### src/rtl/afc_ctrl.sv
// Automatic frequency control loop: counts sig_in edges per gate window and
// steers the LO tuning word through sweep (ACQ), correction (TRACK) and LOCK.
module afc_ctrl #(
  parameter int          GATE_CYC   = 250000,
  parameter logic [31:0] TARGET_CNT = 32'd10700,
  parameter logic [31:0] WIN_LO     = 32'd10600,
  parameter logic [31:0] WIN_HI     = 32'd10800,
  parameter logic [31:0] K_STEP     = 32'd8590,
  parameter logic [31:0] F_INIT     = 32'd324699527,
  parameter logic [31:0] SWEEP_STEP = 32'd2147484,
  parameter logic [31:0] SWEEP_SPAN = 32'd21474836,
  parameter logic [31:0] LOCK_TOL   = 32'd2,
  parameter int          LOCK_N     = 4
) (
  input  logic        clk_in,
  input  logic        rst_n,
  input  logic        enable,
  input  logic        sig_in,
  output logic [31:0] lo_fre,
  output logic [31:0] meas_cnt,
  output logic        meas_valid,
  output logic        locked,
  output logic [1:0]  state
);
  localparam int GW  = (GATE_CYC > 1) ? $clog2(GATE_CYC) : 1;
  localparam int GDW = $clog2(LOCK_N + 1);
  localparam logic [31:0] SW_MAX = F_INIT + SWEEP_SPAN;
  localparam logic [31:0] SW_MIN = F_INIT - SWEEP_SPAN;

  typedef enum logic [1:0] {IDLE = 2'd0, ACQ = 2'd1, TRACK = 2'd2, LOCK = 2'd3} state_t;

  state_t           st, st_nxt;
  logic [2:0]       sync;
  logic [1:0]       prime;
  logic [GW-1:0]    gate;
  logic [31:0]      edge_cnt, cnt_inc;
  logic [GDW-1:0]   good, good_nxt;
  logic [31:0]      lo_nxt, sweep, corr;
  logic signed [31:0] err;
  logic             strobe, run, close, in_win, in_tol;

  assign state  = st;
  assign locked = (st == LOCK);

  // Strobe is suppressed until the synchronizer has shifted out its reset zeros.
  assign strobe  = sync[1] & ~sync[2] & (prime == 2'd3);
  assign run     = enable && (st != IDLE);
  assign close   = run && (gate == GW'(GATE_CYC - 1));
  assign cnt_inc = (strobe && edge_cnt != 32'hFFFF_FFFF) ? edge_cnt + 32'd1 : edge_cnt;

  assign err    = $signed(meas_cnt - TARGET_CNT);
  assign corr   = 32'(err * $signed(K_STEP));
  assign in_win = (meas_cnt >= WIN_LO) && (meas_cnt <= WIN_HI);
  assign in_tol = (err <= $signed(LOCK_TOL)) && (err >= -$signed(LOCK_TOL));
  assign sweep  = lo_fre + SWEEP_STEP;

  always_ff @(posedge clk_in or negedge rst_n) begin
    if (!rst_n) begin
      sync  <= '0;
      prime <= '0;
    end else begin
      sync <= {sync[1:0], sig_in};
      if (prime != 2'd3) prime <= prime + 2'd1;
    end
  end

  always_ff @(posedge clk_in or negedge rst_n) begin
    if (!rst_n) begin
      gate       <= '0;
      edge_cnt   <= '0;
      meas_cnt   <= '0;
      meas_valid <= 1'b0;
    end else begin
      meas_valid <= close;
      if (!run) begin
        gate     <= '0;
        edge_cnt <= '0;
      end else if (close) begin
        gate     <= '0;
        edge_cnt <= '0;
        meas_cnt <= cnt_inc;
      end else begin
        gate     <= gate + GW'(1);
        edge_cnt <= cnt_inc;
      end
    end
  end

  always_ff @(posedge clk_in or negedge rst_n) begin
    if (!rst_n) begin
      st     <= IDLE;
      lo_fre <= F_INIT;
      good   <= '0;
    end else begin
      st     <= st_nxt;
      lo_fre <= lo_nxt;
      good   <= good_nxt;
    end
  end

  always_comb begin
    st_nxt   = st;
    lo_nxt   = lo_fre;
    good_nxt = good;
    if (!enable) begin
      st_nxt   = IDLE;
      lo_nxt   = F_INIT;
      good_nxt = '0;
    end else begin
      case (st)
        IDLE: begin
          st_nxt   = ACQ;
          lo_nxt   = F_INIT;
          good_nxt = '0;
        end
        ACQ: if (meas_valid) begin
          if (in_win) st_nxt = TRACK;
          else        lo_nxt = (sweep > SW_MAX) ? SW_MIN : sweep;
        end
        TRACK: if (meas_valid) begin
          if (in_win) begin
            lo_nxt = lo_fre + corr;
            if (in_tol) begin
              good_nxt = good + GDW'(1);
              if (good + GDW'(1) >= GDW'(LOCK_N)) st_nxt = LOCK;
            end else begin
              good_nxt = '0;
            end
          end else begin
            st_nxt   = ACQ;
            lo_nxt   = F_INIT;
            good_nxt = '0;
          end
        end
        LOCK: if (meas_valid) begin
          if (in_win) begin
            lo_nxt = lo_fre + corr;
            if (!in_tol) begin
              st_nxt   = TRACK;
              good_nxt = '0;
            end
          end else begin
            st_nxt   = ACQ;
            lo_nxt   = F_INIT;
            good_nxt = '0;
          end
        end
        default: st_nxt = IDLE;
      endcase
    end
  end
endmodule

### config.mk
export PLATFORM = sky130hd
export DESIGN_NAME = afc_ctrl
export DESIGN_NICKNAME = d
export VERILOG_FILES = /design/src/rtl/afc_ctrl.sv
export SDC_FILE = /design/constraint.sdc
export NUM_CORES = 1
export LEC_CHECK = 0
export ABC_AREA = 1
export BUFFER_PORTS_ARGS = -buffer_cell sky130_fd_sc_hd__buf_4
export CORE_MARGIN = 2
export CORE_UTILIZATION = 32
export DETAILED_ROUTE_END_ITERATION = 6
export PLACE_DENSITY = 0.46
export SYNTH_ARGS = -nofsm -noshare
export SYNTH_HDL_FRONTEND = slang
export SYNTH_SLANG_ARGS = --single-unit
export TNS_END_PERCENT = 50
### constraint.sdc
create_clock -name clk_in -period 8.6 [get_ports clk_in]
set_clock_uncertainty 0.1 [all_clocks]
set_input_delay 0.43 -clock clk_in [delete_from_list [all_inputs] [get_ports clk_in]]
set_output_delay 0.43 -clock clk_in [all_outputs]
set_load 0.01 [all_outputs]
==> impl_metrics.py <==
metrics = {
    "logic_synthesis": {
        "ys_ff_latch": 125,
        "yosys_most_used_dff": "dfrtp_1",
        "synth_simple_gate_area_share_pct": 29.29,
        "synth_top_family_by_area": "simple AND/OR/NAND/NOR gates",
        "synthMuxAreaShare_pct": 0.07008,
        "synth_nets": 2602,
        "syn_avg_cell_area_um2": 6.887,
        "synth-xor-area-share_pct": 5.871,
        "synth-compound-area-share_pct": 9.718,
        "netlist_instances": 2333,
        "synth-seq-area-share_pct": 19.58,
        "syn_area_mm2": 0.01607,
        "synthArstFlopShare_pct": 100.0,
        "yosys.area.top_type": "dfrtp_1",
        "synth.top_cells.by_area": "dfrtp_1 (17%), ha_1 (14%), nand2_1 (13%)",
        "synth_top_area_share_pct": 17.29,
        "synth_edf_count": 0,
        "synthAdderAreaFrac_pct": 24.61,
        "ys_types": 54,
        "yosys_warnings": 0,
    },
    "power": {
        "power_switching_uw": 962.4,
        "p_per_area_mw_per_mm2": 125.3,
        "p_sw_share_pct": 42.59,
        "p_seq_share_pct": 33.2,
        "pwr-share-comb_pct": 36.1,
        "p_leak_nw": 9.434,
        "internal-power_mw": 1.297,
        "power_mw": 2.260,
        "peakVddDrop_v": 0.0001095,
        "clkPwrFrac_pct": 30.8,
    },
    "global_routing": {
        "grt.overflow.total": 0,
        "grt_pass1_vias": 15110,
        "grt_util_met2_pct": 37.62,
        "grt_pass1_wl_um": 83950,
        "antenna_found_initial": 0,
        "grt_util_all_layers_pct": 20.61,
        "grt_max_degree": 67,
        "met3_usage_pct": 2.813,
        "grt-busiest-layer": "met2",
        "grt_util_met1_pct": 25.07,
    },
    "sta": {
        "min_period_ns": 7.962,
        "hold_viol": 0,
        "worst_pin_slew_ns": 1.022,
        "drv_slew": 0,
        "setup_violations": 0,
        "rsz0062_at_grt": "no",
        "max_freq_ghz": 0.1256,
        "timing.hold.ws_ns": 0.2531,
        "max-slew-margin-rel_pct": 31.81,
        "finalCritPeriodShare_pct": 92.58,
    },
    "clock_network": {
        "cts_root_buf": "clkbuf_16",
        "clkTransAtPathRegs_ns": 0.06,
        "clock_latency_ns": 0.48,
        "htree_num_levels": 4,
        "cts_buffers": 17,
        "cts_tree": "yes",
        "cts_buffer_depth": 2,
        "clock_sinks": 125,
        "post_cts_buffers": 0,
    },
    "status": {
        "outcome": "finished, final reports clean",
    },
    "critical_path": {
        "cp.required_ns": 8.87,
        "critPathMaxStageDelay_ns": 0.54,
        "slowest_stage": "fa_1",
        "crit_buf_inv": 8,
        "path_common_cell": "nand2_1",
        "cpLargestDelayFamily": "adder cells",
        "cp-end-kind": "flop",
        "critical_path_class": "flop to flop",
        "crit_arrival_ns": 8.23,
        "crit_path_max_fanout": 7,
        "start_kind": "flop",
    },
    "placed_design": {
        "placed_area_mm2": 0.01745,
        "io_buffers": 71,
        "hpwl_um": 44340,
        "dp_cells": 3066,
        "gp_congestion": 0.9195,
    },
    "die": {
        "die_height_um": 228.1,
        "start_util_pct": 32.22,
        "core_mm2": 0.04986,
        "die_w_um": 228.1,
        "io_pins": 72,
        "rows": 82,
        "dieArea_mm2": 0.05202,
    },
    "detailed_routing": {
        "num_vias": 14920,
        "ant_nets": 0,
        "drt-initial-drc-count": 766,
        "post_drt_wl_per_cell_um": 17.16,
        "drtPass1Iterations": 5,
        "drc": 0,
        "viasPerCell": 4.813,
        "wl_um": 53200,
    },
    "cells_and_area": {
        "fillers": 5506,
        "drive_gt1_share_pct": 8.690,
        "register_area_mm2": 0.003146,
        "layout_commonest_cell": "nand2_1",
        "multi_input_area_mm2": 0.01120,
        "layoutNonFillerInstCount": 3100,
        "mostFrequentLayoutCells": "nand2_1 (564), inv_1 (412), nor2_1 (245)",
        "nNetsFinal": 2684,
        "area_growth_pct": 12.26,
        "fin_area_mm2": 0.01804,
        "antenna_cells": 0,
    },
    "worst_hold_path": {
        "holdCritPathClass": "flop to flop",
    },
    "flow_run": {
        "maxCapViolCount": 0,
    },
}
[cell type report]
cell class | count | area share [%]
clock buffers | 19 | 2.400
clock inverters | 13 | 0.6382
inverters | 431 | 8.976
multi-input cells | 1750 | 62.09
flip-flops and latches | 125 | 17.44
well taps | 672 | 4.661
repair buffers | 90 | 3.794
[registers in the layout, indices dropped and copies added, names as in the netlist]
name	cells
gate	18
state	2
sync	3
lo_fre	32
good	3
meas_valid	1
edge_cnt	32
prime	2
meas_cnt	32
[worst paths after layout]
check / from / endpoint / slack (ns) / cells past startpoint
max: meas_cnt[9] / lo_fre[30] / 0.64 / 40
min: sync[0] / sync[1] / 0.25 / 0
max reg2reg: meas_cnt[9] / lo_fre[30] / 0.64 / 40
min reg2reg: sync[0] / sync[1] / 0.25 / 0
max in group asynchronous: rst_n / gate[17] / 6.70 / 3
min in group asynchronous: rst_n / lo_fre[29] / 0.43 / 2
[power groups by stage]
stage | clock [mW] | combinational, mW | sequential (mW)
global placement | 0 | 0.812 | 0.760
floorplan | 0 | 0.561 | 0.719
CTS | 0.722 | 0.819 | 0.750
finish | 0.695 | 0.816 | 0.749
detailed placement | 0 | 0.815 | 0.760
global route | 0.743 | 0.918 | 0.757
[Yosys cell counts, types with 8 or more instances]
library cell / instances
a21o_1: 13
fa_1: 85
inv_1: 412
inv_2: 18
nand2_1: 565
o21a_1: 8
xor2_1: 66
clkbuf_1: 18
o21ai_0: 84
nand4_1: 46
nand3_1: 131
nand2_2: 11
ha_1: 180
dfrtp_1: 111
a21oi_1: 126
dfstp_2: 14
nor4_1: 10
nor2_1: 245
nor2_2: 18
xnor2_1: 38
nor3_1: 34
o21ai_1: 14
[timing repair]
item	CTS	global route
gates resized for setup	2	6
hold buffers	2	0
endpoints found under the hold margin	60	0
endpoints found under the setup margin	1	4
cloned	0	0
[metrics by stage]
stage | utilization (%) | setup slack [ns] | setup TNS, ns
after floorplan | - | 1.439 | 0
after global placement | 34.99 | -0.0007914 | -0.0007914
after detailed placement | 34.99 | -0.04066 | -0.04066
after CTS | 36.13 | 0.1368 | 0
after global routing | 36.17 | 0.001319 | 0
final | 36.17 | 0.6380 | 0
[logic make-up (layout without fill, tap and decap cells)]
group | after synthesis | in the layout
xor+xnor | 106 | 106
mux | 1 | 1
flops | 125 | 125
fa+ha+maj | 265 | 265
buf+inv | 458 | 553
compound gates | 279 | 279
simple gates | 1099 | 1099
[metal layers]
| layer | share of wire [%] | wire length [um] |
|---|---|---|
| met5 | 0 | 0 |
| met4 | 2.2 | 1147 |
| met3 | 3.3 | 1746 |
| met2 | 51 | 26910 |
| met1 | 44 | 23390 |
No activity file was read; power rests on OpenSTA's default activity.
